$ cat src/rtl/sr_pack_controller_pkg.sv
// Shared constants and state encoding for the byte-packing sequencing controller.
package sr_pack_controller_pkg;

  localparam int unsigned BYTES_PER_WORD = 4;
  localparam int unsigned BYTE_W         = 8;
  localparam int unsigned WORD_W         = 32;

  localparam logic [1:0] StateClear = 2'd0;
  localparam logic [1:0] StateFill  = 2'd1;
  localparam logic [1:0] StatePad   = 2'd2;
  localparam logic [1:0] StateEmit  = 2'd3;

  typedef enum logic [1:0] {
    StClear = StateClear,
    StFill  = StateFill,
    StPad   = StatePad,
    StEmit  = StateEmit
  } state_e;

endpackage

$ cat src/rtl/sr_pack_controller.sv
// Sequences the 8-to-32 packing shift register: fills from a byte stream, zero-pads short
// packets and presents each completed word with a valid/ready handshake.
module sr_pack_controller
  import sr_pack_controller_pkg::*;
(
  input  logic              clk,
  input  logic              rst,
  input  logic              byte_valid,
  input  logic [BYTE_W-1:0] byte_in,
  input  logic              byte_last,
  output logic              byte_ready,
  output logic              sr_en,
  output logic              sr_rst,
  output logic              sr_last,
  output logic [BYTE_W-1:0] sr_data,
  input  logic              sr_full,
  input  logic [WORD_W-1:0] sr_word,
  output logic              word_valid,
  input  logic              word_ready,
  output logic [WORD_W-1:0] word_data,
  output logic              word_last,
  output logic [2:0]        word_bytes
);

  localparam logic [2:0] LastIdx   = 3'(BYTES_PER_WORD - 1);
  localparam logic [2:0] FullBytes = 3'(BYTES_PER_WORD);

  state_e     state_q, state_d;
  logic [2:0] cnt_q, cnt_d;
  logic       last_q, last_d;
  logic [2:0] bytes_q, bytes_d;

  always_ff @(posedge clk) begin
    if (rst) begin
      state_q <= StClear;
      cnt_q   <= 3'd0;
      last_q  <= 1'b0;
      bytes_q <= FullBytes;
    end else begin
      state_q <= state_d;
      cnt_q   <= cnt_d;
      last_q  <= last_d;
      bytes_q <= bytes_d;
    end
  end

  always_comb begin
    state_d    = state_q;
    cnt_d      = cnt_q;
    last_d     = last_q;
    bytes_d    = bytes_q;
    byte_ready = 1'b0;
    sr_en      = 1'b0;
    sr_rst     = 1'b0;
    sr_last    = 1'b0;
    sr_data    = byte_in;
    word_valid = 1'b0;
    word_data  = sr_word;
    word_last  = 1'b0;
    word_bytes = 3'd0;

    if (rst) begin
      sr_rst = 1'b1;
    end else begin
      unique case (state_q)
        StClear: begin
          sr_rst  = 1'b1;
          cnt_d   = 3'd0;
          bytes_d = FullBytes;
          state_d = StFill;
        end
        StFill: begin
          byte_ready = 1'b1;
          if (byte_valid) begin
            sr_en = 1'b1;
            cnt_d = cnt_q + 3'd1;
            if (cnt_q == LastIdx) begin
              // A last flag on the final byte needs no padding.
              last_d  = byte_last;
              state_d = StEmit;
            end else if (byte_last) begin
              last_d  = 1'b1;
              bytes_d = cnt_q + 3'd1;
              state_d = StPad;
            end
          end
        end
        StPad: begin
          sr_en   = 1'b1;
          sr_last = 1'b1;
          cnt_d   = cnt_q + 3'd1;
          if (cnt_q == LastIdx) state_d = StEmit;
        end
        StEmit: begin
          word_valid = sr_full;
          word_last  = last_q;
          word_bytes = bytes_q;
          if (sr_full && word_ready) begin
            cnt_d   = 3'd0;
            last_d  = 1'b0;
            state_d = StClear;
          end
        end
        default: state_d = StClear;
      endcase
    end
  end

endmodule

$ cat config.mk
export PLATFORM = sky130hd
export DESIGN_NAME = sr_pack_controller
export DESIGN_NICKNAME = d
export VERILOG_FILES = /design/src/rtl/sr_pack_controller_pkg.sv /design/src/rtl/sr_pack_controller.sv
export SDC_FILE = /design/constraint.sdc
export NUM_CORES = 1
export LEC_CHECK = 0
export CORE_MARGIN = 2
export CORE_UTILIZATION = 25
export DETAILED_ROUTE_END_ITERATION = 16
export GPL_TIMING_DRIVEN = 0
export PLACE_DENSITY = 0.8
export SETUP_SLACK_MARGIN = 0.02
export SYNTH_ARGS = -nofsm -noshare
export SYNTH_HDL_FRONTEND = slang
export SYNTH_SLANG_ARGS = --single-unit
$ cat constraint.sdc
create_clock -name clk -period 3.55 [get_ports clk]
set_input_delay 1.065 -clock clk [delete_from_list [all_inputs] [get_ports clk]]
set_output_delay 1.065 -clock clk [all_outputs]
set_load 0.03 [all_outputs]
==> results.md, run 1 <==
* Outcome: finished clean
* Mapped Nets at 166
* Number of flops mapped to enable cells by yosys at 0
* Drt via density at 4.151
* Maximum clock rate at 303.4 MHz
* WL/cell at 9.511 um
* Initial Utilization at 25.61%
* GP Congestion at 0.7932
* CTS tree: yes
* Worst Hold Class: reg -> reg
* RSZ-0062 raised after global routing: no
* Worst path depth at 4
* Starting DRT DRC Count at 16
* Max VDD drop at 0.1164 mV
* CP max stage cell: clkdlybuf4s50_1
* Hold slack at 0.4630 ns
* CP endpoint kind: primary output
* CTS Buffer Depth at 2
* Routed vias at 909
* Worst skew pair latency at 0.23 ns
* Setup repair bufs after CTS at 0
* Syn Area/Cell at 8.172 um2
* Commonest non-fill, non-tap cell in the layout: clkdlybuf4s50_1
* Max Slew Vio Count at 0
* FILL cells at 355
* Layout Cells excl Fill at 219
* Post-CTS resize count at 11
* Clk slew on worst S/H paths at 0.05 ns
* Die ar. at 0.004196 mm2
* First-pass GRT wire length at 3.236 mm
* Cell count after synthesis at 113
* Total inserted antenna cells at 0
* Min cycle time layout at 3.296 ns
* # IOs at 95
* Num CTS Buffers at 3
* H-tree depth at 1
* Residual overflow from global routing at 0
* Post-synth top flop: dfxtp_1
* DRC Markers at 0
* Number of hold buffers added after CTS at 0
* Leakage at 0.7219 nW
* Largest net degree at the start of global routing at 11
* R2R depth at 7
* Clock Skew at 0.004598 ns
* Vias in the first global route at 787
* Worst-Margin Slew at 0.3209 ns
* Critical path startpoint category: primary input
* Worst EP arrival at 2.23 ns
* Buf+Inv Stages, Crit Path at 2
* Max-Cap Viols at 0
* Area Overhead vs Synth at 69.65%
* Final hold viol count at 0
* Post-DP HPWL at 1.777 mm
* Post-DRT Antenna Nets at 0
* Row count at 22
* Pwr dens at 398.6 mW/mm2
* Syn. warnings at 0
* Register area share after synthesis at 19.51%
* Hold path cells at 2
* GRT Util Overall at 9.815%
* Initial antenna violation count at 0
* Synth unique cells at 27
* Fraction of layout instances using a drive strength above 1 at 30.99%
* Setup CP Type: in -> out
* Final period util at 92.86%
* Final setup viols at 0
* Max-slew headroom at 78.54%
* DR pass1 iterations at 4
* Post-synth ARST share at 0%
* IO Port Bufs at 54
* Detailed Route WL at 2.083 mm
* #FFs+latches synth at 9
* Die Wd at 64.78 um
* Critical-path cell list: clkdlybuf4s50_1 > a21oi_1 > nor2_1 > dlygate4sd2_1
* Commonest cells after routing, fill and taps aside: 44 x clkdlybuf4s50_1, 40 x buf_4, 9 x a21oi_1, 9 x dfxtp_1, 9 x dlygate4sd2_1
* Sink Count at 9
* Root cell of the clock tree: clkbuf_8
* Post-Synthesis Cell Area at 923.4 um2
* Die Ht at 64.78 um
* Worst path max stage delay at 0.56 ns
* Nets@finish at 225
* Critical path fanouts, max at 3
* Core area at 0.003606 mm2
* WP data required at 2.48 ns
* Post-Place Cells at 215
* Crit path max-delay family: buffers and inverters
[cell families after synthesis]
family	count (synthesis)	synth area share, %
fa+ha+maj	7	9.485
flops	9	19.51
simple gates	31	21.27
compound gates	16	10.16
buf+inv	47	36.18
mux	3	3.388
[per-layer routing]
layer | wire [um] | up-vias | track usage (%)
li1 | - | 443 | -
met5 | 0 | - | 0
met4 | 7 | 0 | 1.596
met1 | 780 | 410 | 10.52
met3 | 217 | 2 | 4.167
met2 | 1078 | 54 | 18.04
[synth_stat cells, types with 3 or more instances]
cell | count | area share (%)
a21oi_1 | 9 | 4.9
nand3b_1 | 3 | 2.4
dfxtp_1 | 9 | 20
nor2_1 | 6 | 2.4
nand3_1 | 3 | 1.6
nor2b_1 | 3 | 2.0
ha_1 | 7 | 9.5
inv_1 | 5 | 2.0
nand2b_1 | 3 | 2.0
o21ai_0 | 3 | 1.6
and2_1 | 5 | 3.4
buf_4 | 40 | 33
[worst paths after layout]
| check | startpoint | to | slack, ns |
|---|---|---|---|
| max | byte_valid | sr_en | 0.25 |
| min | bytes_q[1]$_SDFFE_PP0P_ | bytes_q[1]$_SDFFE_PP0P_ | 0.46 |
| max reg2reg | state_q[1]$_SDFFE_PP0P_ | last_q$_SDFFE_PP0P_ | 1.95 |
| min reg2reg | bytes_q[1]$_SDFFE_PP0P_ | bytes_q[1]$_SDFFE_PP0P_ | 0.46 |
[where the power goes]
| group | total, mW | leakage (nW) | internal (mW) | switching (mW) |
|---|---|---|---|---|
| combinational | 0.360 | 0.626 | 0.171 | 0.190 |
| clock | 0.119 | 0.0228 | 0.0783 | 0.0406 |
| sequential | 0.145 | 0.0735 | 0.126 | 0.0191 |
[cell type report]
class | instances | area [um2] | share of cell area [%]
clock buffer | 4 | 45.04 | 2.875
sequential | 9 | 180.2 | 11.50
buffer | 42 | 319.1 | 20.37
tap | 48 | 60.06 | 3.834
timing repair buffer | 54 | 531.8 | 33.95
multi-input combinational | 57 | 411.6 | 26.28
inverter | 5 | 18.77 | 1.198
[worst min-delay path: cells and delay by family, from the launching register on]
family	cells	cell delay [ns]
AOI/OAI and AO/OA	1	0.06
DFF	1	0.30
and+or+nand+nor	1	0.06
[flip-flops by register name, indices dropped and copies added (netlist names)]
| signal | flops |
|---|---|
| cnt_q | 3 |
| bytes_q | 3 |
| state_q | 2 |
| last_q | 1 |
[stage by stage]
| step | power [mW] | setup slack [ns] | utilization [%] | setup TNS, ns | cell area, um2 |
|---|---|---|---|---|---|
| 6_report | 0.6245 | 0.2536 | 43.44 | 0 | 1567 |
| 5_1_grt | 0.6731 | 0.1830 | 43.44 | 0 | 1567 |
| 4_1_cts | 0.6303 | 0.002976 | 43.30 | 0 | 1562 |
| 3_5_place_dp | 0.5151 | -0.3738 | 42.26 | -2.157 | 1524 |
| 3_3_place_gp | 0.5080 | -0.3869 | 42.26 | -2.165 | 1524 |
| 2_1_floorplan | 0.4071 | 0.7861 | - | 0 | 923.4 |
(Power assumes the default switching activity.)
==> run 2: changes to the inputs <==
Settings changed: PLACE_DENSITY 0.8 to 0.83.
Clock period 3.55 ns to 2.96 ns, I/O delays scaled along.
==> run 2 against run 1 <==
Core utilization is 0.069 points higher. Clock power is 19% higher. Clock-buffer cell count stayed put. Sequential share of layout area hardly changed. Flip-flop and latch count stayed put. First-iteration DRC count grew to 3.0 times the previous value. Critical endpoint is now sr_rst. Largest cell class unchanged.
==> results.md, run 2 (synthesis results as in run 1) <==
* Worst EP arrival at 1.95 ns (-0.28 ns)
* Routed vias at 891 (-2.0%)
* Die Ht at 64.78 um (unchanged)
* Post-DP HPWL at 1.710 mm (-3.8%)
* Max-slew headroom at 78.87% (+0.33 points)
* GRT Util Overall at 10.36% (+0.54 points)
* Worst skew pair latency at 0.23 ns (about the same)
* IO Port Bufs at 54 (unchanged)
* Die Wd at 64.78 um (unchanged)
* Sequential power share at 23.3% (about the same)
* Post-Place Cells at 215 (unchanged)
* Clock share of power at 19.1% (about the same)
* Sw Share at 39.25% (-0.67 points)
* Critical path startpoint category: primary input
* Number of hold buffers added after CTS at 0 (unchanged)
* Setup CP Type: in -> out
* Setup repair bufs after CTS at 0 (unchanged)
* Multi-input gate area at 411.6 um2 (unchanged)
* Num CTS Buffers at 3 (unchanged)
* First-pass GRT wire length at 3.360 mm (+3.8%)
* Largest net degree at the start of global routing at 11 (unchanged)
* Leakage at 0.7126 nW (-1.3%)
* Drt via density at 4.068 (-2.0%)
* Row count at 22 (unchanged)
* Pwr dens at 473.7 mW/mm2 (+19%)
* H-tree depth at 1 (unchanged)
* Regs by FF count: bytes_q (3), cnt_q (3), state_q (2)
* CTS Buffer Depth at 2 (unchanged)
* Final hold viol count at 0 (unchanged)
* Storage element area at 180.2 um2 (unchanged)
* Logic pwr share at 57.6% (about the same)
* Fraction of layout instances using a drive strength above 1 at 32.16% (+1.2 points)
* Initial antenna violation count at 0 (unchanged)
* Max Slew Vio Count at 0 (unchanged)
* Sink Count at 9 (unchanged)
* Total power at 0.7432 mW (+19%)
* DR pass1 iterations at 4 (unchanged)
* Max-Cap Viols at 0 (unchanged)
* DRC Markers at 0 (unchanged)
* WP data required at 2.07 ns (-0.41 ns)
* Residual overflow from global routing at 0 (unchanged)
* Outcome: finished clean
* CTS tree: yes
* Final period util at 95.75%
* Root cell of the clock tree: clkbuf_8
* FILL cells at 364 (+2.5%)
* Layout Cells excl Fill at 219 (unchanged)
* Area Overhead vs Synth at 69.92%
* Post-DRT Antenna Nets at 0 (unchanged)
* Die ar. at 0.004196 mm2 (unchanged)
* GP Congestion at 0.8409 (+6.0%)
* Core area at 0.003606 mm2 (unchanged)
* Worst-Margin Slew at 0.3151 ns (-0.005778 ns)
* CP endpoint kind: primary output
* Place WS at -0.6148 ns (-0.2410 ns)
* Detailed Route WL at 2.029 mm (-2.6%)
* Worst Hold Class: reg -> reg
* Initial Utilization at 25.61% (unchanged)
* Finished Core Util at 43.51% (+0.069 points)
* Vias in the first global route at 849 (+7.9%)
* Total inserted antenna cells at 0 (unchanged)
* Max VDD drop at 0.1357 mV (+17%)
* Nets@finish at 225 (unchanged)
* # IOs at 95 (unchanged)
* Starting DRT DRC Count at 48 (+32)
* WL/cell at 9.265 um (-2.6%)
* Commonest cells after routing, fill and taps aside: 44 x clkdlybuf4s50_1, 40 x buf_4, 9 x a21oi_1, 9 x dfxtp_1
* Post-CTS resize count at 19 (+8)
* Psw at 0.2917 mW (+17%)
* Min cycle time layout at 2.834 ns
* Final setup viols at 0 (unchanged)
* Critical path fanouts, max at 10 (+7)
* Pint at 0.4515 mW (+20%)
* Clk slew on worst S/H paths at 0.04 ns (about the same)
* Clock Skew at 0.001327 ns (-0.003271 ns)
* RSZ-0062 raised after global routing: no
* Maximum clock rate at 352.9 MHz
* Final worst slack at 0.1259 ns (-0.1276 ns)
* Commonest non-fill, non-tap cell in the layout: clkdlybuf4s50_1
==> run 2: layer usage <==
| metal | wire length, um | share of wire (%) | track usage [%] | vias up |
|---|---|---|---|---|
| li1 | - | - | - | 444 |
| met1 | 753 | 37 | 10.50 | 385 |
| met2 | 997 | 49 | 17.91 | 60 |
| met3 | 270 | 13 | 4.688 | 2 |
| met4 | 7 | 0.34 | 5.053 | 0 |
| met5 | 0 | 0 | 0 | - |
==> run 2: power groups by stage <==
stage | clock (mW) | combinational, mW | sequential [mW]
2_1_floorplan | 0 | 0.318 | 0.170
6_report | 0.142 | 0.428 | 0.173
3_5_place_dp | 0 | 0.435 | 0.176
5_1_grt | 0.158 | 0.471 | 0.179
3_3_place_gp | 0 | 0.431 | 0.175
4_1_cts | 0.148 | 0.433 | 0.174
==> run 2: worst max-delay path, stage by stage <==
cell             delay, ns
dlygate4sd2_1         0.30
clkbuf_8              0.19
or2_2                 0.29
clkdlybuf4s15_2       0.28
==> run 2: layout make-up <==
class / instances / area share [%]
Inverter: 5 / 1.196
Sequential cell: 9 / 11.48
Tap cell: 48 / 3.828
Clock buffer: 4 / 2.871
Multi-Input combinational cell: 57 / 26.24
Timing Repair Buffer: 54 / 33.65
Buffer: 42 / 20.73
==> run 2: through the flow <==
| step | setup TNS [ns] | hold WS, ns | area [um2] |
|---|---|---|---|
| final | 0 | 0.4677 | 1569 |
| after CTS | 0 | 0.4684 | 1575 |
| after global routing | 0 | 0.5295 | 1569 |
| after floorplan | 0 | 0.4433 | 923.4 |
| after detailed placement | -4.189 | 0.4607 | 1524 |
| after global placement | -4.051 | 0.4577 | 1524 |
==> run 2: worst paths after layout <==
check	slack [ns]	depth (start not counted)	end	start
worst min register to register	0.47	2	bytes_q[1]$_SDFFE_PP0P_	bytes_q[1]$_SDFFE_PP0P_
worst max-delay path	0.13	4	sr_rst	rst
worst min-delay path	0.47	2	bytes_q[1]$_SDFFE_PP0P_	bytes_q[1]$_SDFFE_PP0P_
worst max register to register	1.34	7	last_q$_SDFFE_PP0P_	state_q[1]$_SDFFE_PP0P_
